### src/rtl/dds_sweep_ctrl.sv
`default_nettype none
// ============================================================================
//  Module   : dds_sweep_ctrl
//  Brief    : Linear frequency-sweep controller for the dds phase-accumulator
//             core. It steps fword from a start word to a stop word
//             (inclusive). Each word is held for a programmable dwell. Sweeps
//             run once or repeat continuously.
//  Revision : 1.0 - initial release
// ----------------------------------------------------------------------------
//  Parameters
//    FW_W     frequency-word width (matches dds.fword)
//    PW_W     phase-word width (matches dds.pword)
//    DWELL_W  dwell counter width
//  Ports
//    clk        in   system clock, rising edge
//    rst_n      in   asynchronous active-low reset
//    start      in   one-cycle sweep request, honoured only when idle
//    abort      in   stop the sweep at the next edge; beats start
//    mode       in   0 = single sweep, 1 = continuous (wrap to f_start)
//    f_start    in   first frequency word
//    f_stop     in   last permitted frequency word (inclusive)
//    f_step     in   increment per step
//    dwell      in   cycles per frequency (0 behaves as 1)
//    p_offset   in   phase word, registered through to pword
//    fword      out  to dds.fword
//    pword      out  to dds.pword
//    en         out  to dds.en
//    busy       out  sweep active
//    step_tick  out  pulse in each cycle where fword takes a new value
//    done       out  pulse at the natural end of a single sweep
//    cfg_err    out  pulse when a start is rejected (f_stop < f_start)
// ============================================================================
module dds_sweep_ctrl #(
  parameter int FW_W    = 32,
  parameter int PW_W    = 12,
  parameter int DWELL_W = 16
) (
  input  logic               clk,
  input  logic               rst_n,
  input  logic               start,
  input  logic               abort,
  input  logic               mode,
  input  logic [FW_W-1:0]    f_start,
  input  logic [FW_W-1:0]    f_stop,
  input  logic [FW_W-1:0]    f_step,
  input  logic [DWELL_W-1:0] dwell,
  input  logic [PW_W-1:0]    p_offset,
  output logic [FW_W-1:0]    fword,
  output logic [PW_W-1:0]    pword,
  output logic               en,
  output logic               busy,
  output logic               step_tick,
  output logic               done,
  output logic               cfg_err
);

  localparam logic [DWELL_W-1:0] c_cnt_one = DWELL_W'(1);

  typedef enum logic [0:0] {
    S_IDLE = 1'b0,
    S_RUN  = 1'b1
  } state_t;

  state_t               r_state;
  logic [DWELL_W-1:0]   r_cnt;

  // Shadow copy of the configuration. It is taken when a start is accepted.
  // The live inputs are then free to change without disturbing the sweep.
  logic [FW_W-1:0]      r_f_start;
  logic [FW_W-1:0]      r_f_stop;
  logic [FW_W-1:0]      r_f_step;
  logic [DWELL_W-1:0]   r_dwell;
  logic                 r_mode;

  logic                 w_cfg_ok;
  logic [DWELL_W-1:0]   w_dwell_eff;
  logic [FW_W:0]        w_nxt;
  logic                 w_step_ok;
  logic                 w_dwell_end;

  // The start request is checked against the live inputs, because the shadow
  // registers only load once the request is accepted.
  assign w_cfg_ok    = (f_stop >= f_start);

  // A dwell of 0 is stored as 1. The run-time compare then needs no special case.
  assign w_dwell_eff = (dwell == '0) ? c_cnt_one : dwell;

  // The next candidate word is formed one bit wider than fword. A carry out
  // of the top bit then compares greater than f_stop. It can never wrap to
  // a small value that would pass the limit test.
  assign w_nxt       = {1'b0, fword} + {1'b0, r_f_step};
  assign w_step_ok   = (r_f_step != '0) && (w_nxt <= {1'b0, r_f_stop});
  assign w_dwell_end = (r_cnt == r_dwell);

  // --------------------------------------------------------------------------
  // Sweep sequencer. All outputs are registered. The pulse outputs default
  // low every cycle, so each one lasts exactly one clock.
  // --------------------------------------------------------------------------
  always_ff @(posedge clk or negedge rst_n) begin
    if (!rst_n) begin
      r_state   <= S_IDLE;
      r_cnt     <= '0;
      r_f_start <= '0;
      r_f_stop  <= '0;
      r_f_step  <= '0;
      r_dwell   <= '0;
      r_mode    <= 1'b0;
      fword     <= '0;
      en        <= 1'b0;
      busy      <= 1'b0;
      step_tick <= 1'b0;
      done      <= 1'b0;
      cfg_err   <= 1'b0;
    end else begin
      step_tick <= 1'b0;
      done      <= 1'b0;
      cfg_err   <= 1'b0;

      case (r_state)
        S_IDLE: begin
          // start together with abort is dropped entirely. This also
          // suppresses the configuration check and any cfg_err pulse.
          if (start && !abort) begin
            if (w_cfg_ok) begin
              r_f_start <= f_start;
              r_f_stop  <= f_stop;
              r_f_step  <= f_step;
              r_dwell   <= w_dwell_eff;
              r_mode    <= mode;
              fword     <= f_start;
              en        <= 1'b1;
              busy      <= 1'b1;
              step_tick <= 1'b1;
              r_cnt     <= c_cnt_one;
              r_state   <= S_RUN;
            end else begin
              cfg_err   <= 1'b1;
            end
          end
        end

        S_RUN: begin
          // abort is checked first. It also beats the end of the final
          // dwell, so an aborted sweep never produces done. fword keeps
          // its current value.
          if (abort) begin
            en      <= 1'b0;
            busy    <= 1'b0;
            r_state <= S_IDLE;
          end else if (w_dwell_end) begin
            if (w_step_ok) begin
              fword     <= w_nxt[FW_W-1:0];
              r_cnt     <= c_cnt_one;
              step_tick <= 1'b1;
            end else if (r_mode) begin
              // In continuous mode the sweep wraps to f_start. This also
              // applies when f_step is zero, so f_start is reloaded and
              // step_tick pulses every dwell period.
              fword     <= r_f_start;
              r_cnt     <= c_cnt_one;
              step_tick <= 1'b1;
            end else begin
              en      <= 1'b0;
              busy    <= 1'b0;
              done    <= 1'b1;
              r_state <= S_IDLE;
            end
          end else begin
            r_cnt <= r_cnt + c_cnt_one;
          end
        end

        default: begin
          r_state <= S_IDLE;
          en      <= 1'b0;
          busy    <= 1'b0;
        end
      endcase
    end
  end

  // The phase word is a plain registered pass-through. It is independent of
  // the sweep state.
  always_ff @(posedge clk or negedge rst_n) begin
    if (!rst_n) begin
      pword <= '0;
    end else begin
      pword <= p_offset;
    end
  end

endmodule
`default_nettype wire

### config.mk
export PLATFORM = sky130hd
export DESIGN_NAME = dds_sweep_ctrl
export DESIGN_NICKNAME = d
export VERILOG_FILES = /design/src/rtl/dds_sweep_ctrl.sv
export SDC_FILE = /design/constraint.sdc
export NUM_CORES = 1
export LEC_CHECK = 0
export BUFFER_PORTS_ARGS = -buffer_cell sky130_fd_sc_hd__buf_2
export CORE_MARGIN = 2
export CORE_UTILIZATION = 59
export CTS_BUF_LIST = sky130_fd_sc_hd__clkbuf_2
export CTS_CLUSTER_DIAMETER = 40
export CTS_CLUSTER_SIZE = 25
export DETAILED_ROUTE_END_ITERATION = 8
export GPL_ROUTABILITY_DRIVEN = 0
export PLACE_DENSITY_LB_ADDON = 0.2
export SYNTH_ARGS = -nofsm -noshare
export SYNTH_HDL_FRONTEND = slang
export SYNTH_SLANG_ARGS = --single-unit
### constraint.sdc
create_clock -name clk -period 6.6 [get_ports clk]
set_clock_uncertainty 0.2 [all_clocks]
set_input_delay 0.66 -clock clk [delete_from_list [all_inputs] [get_ports clk]]
set_output_delay 0.66 -clock clk [all_outputs]
set_load 0.005 [all_outputs]
==> results_dict.tcl <==
set metrics [dict create \
    cts_buffers 17 \
    cts-root-buf "clkbuf_2" \
    fin_util_pct 73.1 \
    clockBufferDepth 2 \
    hold_viol 0 \
    cpMostUsedCell "ha_1" \
    cts.clk_slew.worst_paths_ns 0.26 \
    avgSynthCellArea_sq_um 9.25 \
    grt_pass1_vias 10300 \
    grt_overflow_total 0 \
    core_region_area_sq_mm 0.0188 \
    synth-seq-cells 178 \
    drt_iter0_drc 850 \
    status "finished, final reports clean" \
    clk_latency_ns 0.78 \
    yosys.area.top_type "dfrtp_1" \
    ff2ff_setup_slack_ns 0.43 \
    hold_path_class "input pin to register" \
    vias 10500 \
    critPathRequiredTime_ns 7.08 \
    post_cts_buffers 0 \
    design_area_sq_mm 0.0137 \
    worst_pin_slew_ns 1.03 \
    cp_slowest_cell "o311ai_0" \
    nNetsFinal 1710 \
    postSynthCellCount 1222 \
    critical_path_class "register to register" \
    path_delay_family "compound AO/OA/AOI/OAI gates" \
    cp_num_buf_inv 2 \
    synth_top_area_share_pct 39.4 \
    ys_types 67 \
    period_share_pct 93.4 \
    timing.fmax_mhz 162 \
    dp.cells 1584 \
    slowest_delay_ns 0.56 \
    antenna_found_initial 2 \
    clock_sink_count 178 \
    drv_cap 0 \
    yosys-top-cells-area "dfrtp_1 39%, ha_1 11%, mux2_2 6.4%, nand2_1 4.3%, o21ai_0 4.3%" \
    htreeDepth 4 \
    start_util_pct 60.2 \
    slew_headroom_pct 31.2 \
    die_h_microns 142 \
    fin_cells 1732 \
    fill_cells 1420 \
    critPathLaunchType "register" \
    yosysSeqAreaShare_pct 39.4 \
    min_period_ns 6.17 \
    drive_gt1_share_pct 21.1 \
    hold_end "r_f_start[23]" \
    reg2reg_to "fword[18]" \
    dp.final_hpwl_microns 23100 \
    reg2regPathDepth 20 \
    grt_setup_unrepaired "no" \
    firstDrtPassIters 6 \
    synth_area_sq_mm 0.0113 \
    leakage_nw 6.55 \
    die_w_microns 142 \
    areaGrowthSynthToFinish_pct 21.3 \
    via_per_inst 6.07 \
    setup_viol 0 \
    num_rows 50 \
    crit_path_end_kind "register" \
    grt_pass1_wl_microns 52300 \
    slew_violations 0 \
    synth_ff_type "dfrtp_1" \
    pin_count 178 \
    powerDensity_mw_per_mm2 481 \
    reg2reg_from "fword[0]" \
    io_buffers 177 \
    synthesis.nets 1449 \
    grt_use_total_pct 32.9 \
    crit_arrival_ns 6.65 \
    drc 0 \
    setup_tns_ns 0 \
    drt_wl_total_microns 33000 \
    synth_enable_flop_cells 0 \
    ir_drop_mv 0.561 \
    path_cells "ha_1, inv_1, fa_1, and2b_1, o2111a_2, nor4_1, or3_1, a2111oi_4, nor2_1, o311ai_0, ha_1, a21o_1, a21oi_1, o2111ai_1, a211oi_1, o21a_2, a21oi_4, o21a_4, inv_4, mux2_2" \
    min_path_cells 3 \
    wl_per_cell_microns 19.0 \
    grt_max_degree 88 \
    dpl_cell_area_sq_mm 0.0123 \
    antenna_left 0 \
    synthArstFlopShare_pct 100 \
    cp_max_fo 17 \
    dieArea_sq_mm 0.0203 \
    min-delay-start "f_start[23]" \
    ys_warn_count 0 \
    tritoncts "yes" \
]
## cell usage after synthesis (4+ instances only)
library cell  count
nor2b_1           7
a21o_1           36
a221oi_1          4
o2111ai_1         4
buf_1             6
a2111oi_0         4
inv_1            85
nor3_1           30
nor2_1           66
xnor2_1          12
nor4_1           21
o21a_1           10
xor2_1           23
o211ai_1         23
mux2_2           64
and3_1            6
a311oi_1         12
a31oi_1          30
o31ai_1          18
buf_2             8
nand3_1          22
clkbuf_1         48
dfrtp_1         178
o21ai_1          12
or3_1            11
ha_1             97
or2_2             8
mux2_4            7
nand4_1          19
a21oi_1          51
o21ai_0          97
and2_1            7
a211oi_1         12
nand2_1         131
nand2b_1          4
## cell type report
type,count,area [sq um],area share [%]
Antenna cell,2,5.00,0.0365
Clock buffer,17,85.1,0.620
Clock inverter,15,128,0.931
Inverter,86,325,2.37
Multi-Input combinational cell,894,6280,45.8
Sequential cell,178,4460,32.5
Tap cell,234,293,2.13
Timing Repair Buffer,306,2150,15.6
## state kept, by name, indices dropped and copies added (netlist names), 12 cells and up
signal,count
fword,32
pword,12
r_cnt,16
r_dwell,16
r_f_start,32
r_f_step,32
r_f_stop,32
## layer usage
metal  global-route usage (%)  routed length (microns)
met5                        0                        0
met4                     12.0                      867
met3                     6.66                     2540
met2                     53.4                    15600
met1                     43.9                    13900
## layout by cell type (no fill, tap or decap), types with 36 or more instances in the layout
master,count
dfrtp_1,177
buf_2,176
nand2_1,130
dlygate4sd3_1,114
o21ai_0,97
ha_1,97
inv_1,85
nor2_1,64
mux2_2,64
a21oi_1,51
a21o_1,36
## metrics by stage
| step | power, mW | setup slack [ns] | hold WS, ns |
|---|---|---|---|
| after floorplan | 4.60 | 1.23 | 0.164 |
| after global placement | 5.79 | 0.502 | 0.254 |
| after detailed placement | 5.90 | 0.288 | 0.260 |
| after CTS | 6.50 | 0.257 | 0.00101 |
| after global routing | 7.14 | 0.0234 | 0.00889 |
| final | 6.60 | 0.434 | 0.0602 |
## worst register-to-register path: cells and delay by family (launching register included)
family | cells | cell delay (ns)
simple gates | 4 | 0.99
flops | 1 | 0.44
buf+inv | 2 | 0.35
compound gates | 10 | 2.79
mux | 1 | 0.38
fa+ha+maj | 3 | 0.97
## kinds of logic after synthesis
kind of cell / count (synthesis) / synth area share (%)
XOR/XNOR: 35 / 2.71
adder cells (fa/ha/maj): 98 / 10.9
flip-flops: 178 / 39.4
buffers and inverters: 150 / 5.19
AO/OA/AOI/OAI: 344 / 19.9
multiplexers: 74 / 7.57
AND/OR/NAND/NOR: 343 / 14.3
## power by group
| group | internal, mW | switching, mW | leakage, nW |
|---|---|---|---|
| sequential | 1.46 | 0.330 | 2.19 |
| clock | 0.112 | 0.428 | 0.123 |
| combinational | 1.71 | 2.56 | 4.24 |
| total | 3.28 | 3.32 | 6.55 |
## what timing repair did
item,in CTS,in global routing
setup endpoints to repair,0,31
hold endpoints to repair,166,0
resized for setup,0,3
hold buffers,114,0
## worst max path at each step
stage / startpoint / endpoint / cells after the start
2_1_floorplan: fword[0] / fword[28] / 21
3_3_place_gp: fword[0] / r_cnt[15] / 19
3_5_place_dp: fword[0] / r_cnt[15] / 19
4_1_cts: fword[0] / r_cnt[15] / 19
5_1_grt: fword[0] / fword[18] / 20
6_report: fword[0] / fword[18] / 20
No activity file was read; power rests on OpenSTA's default activity.
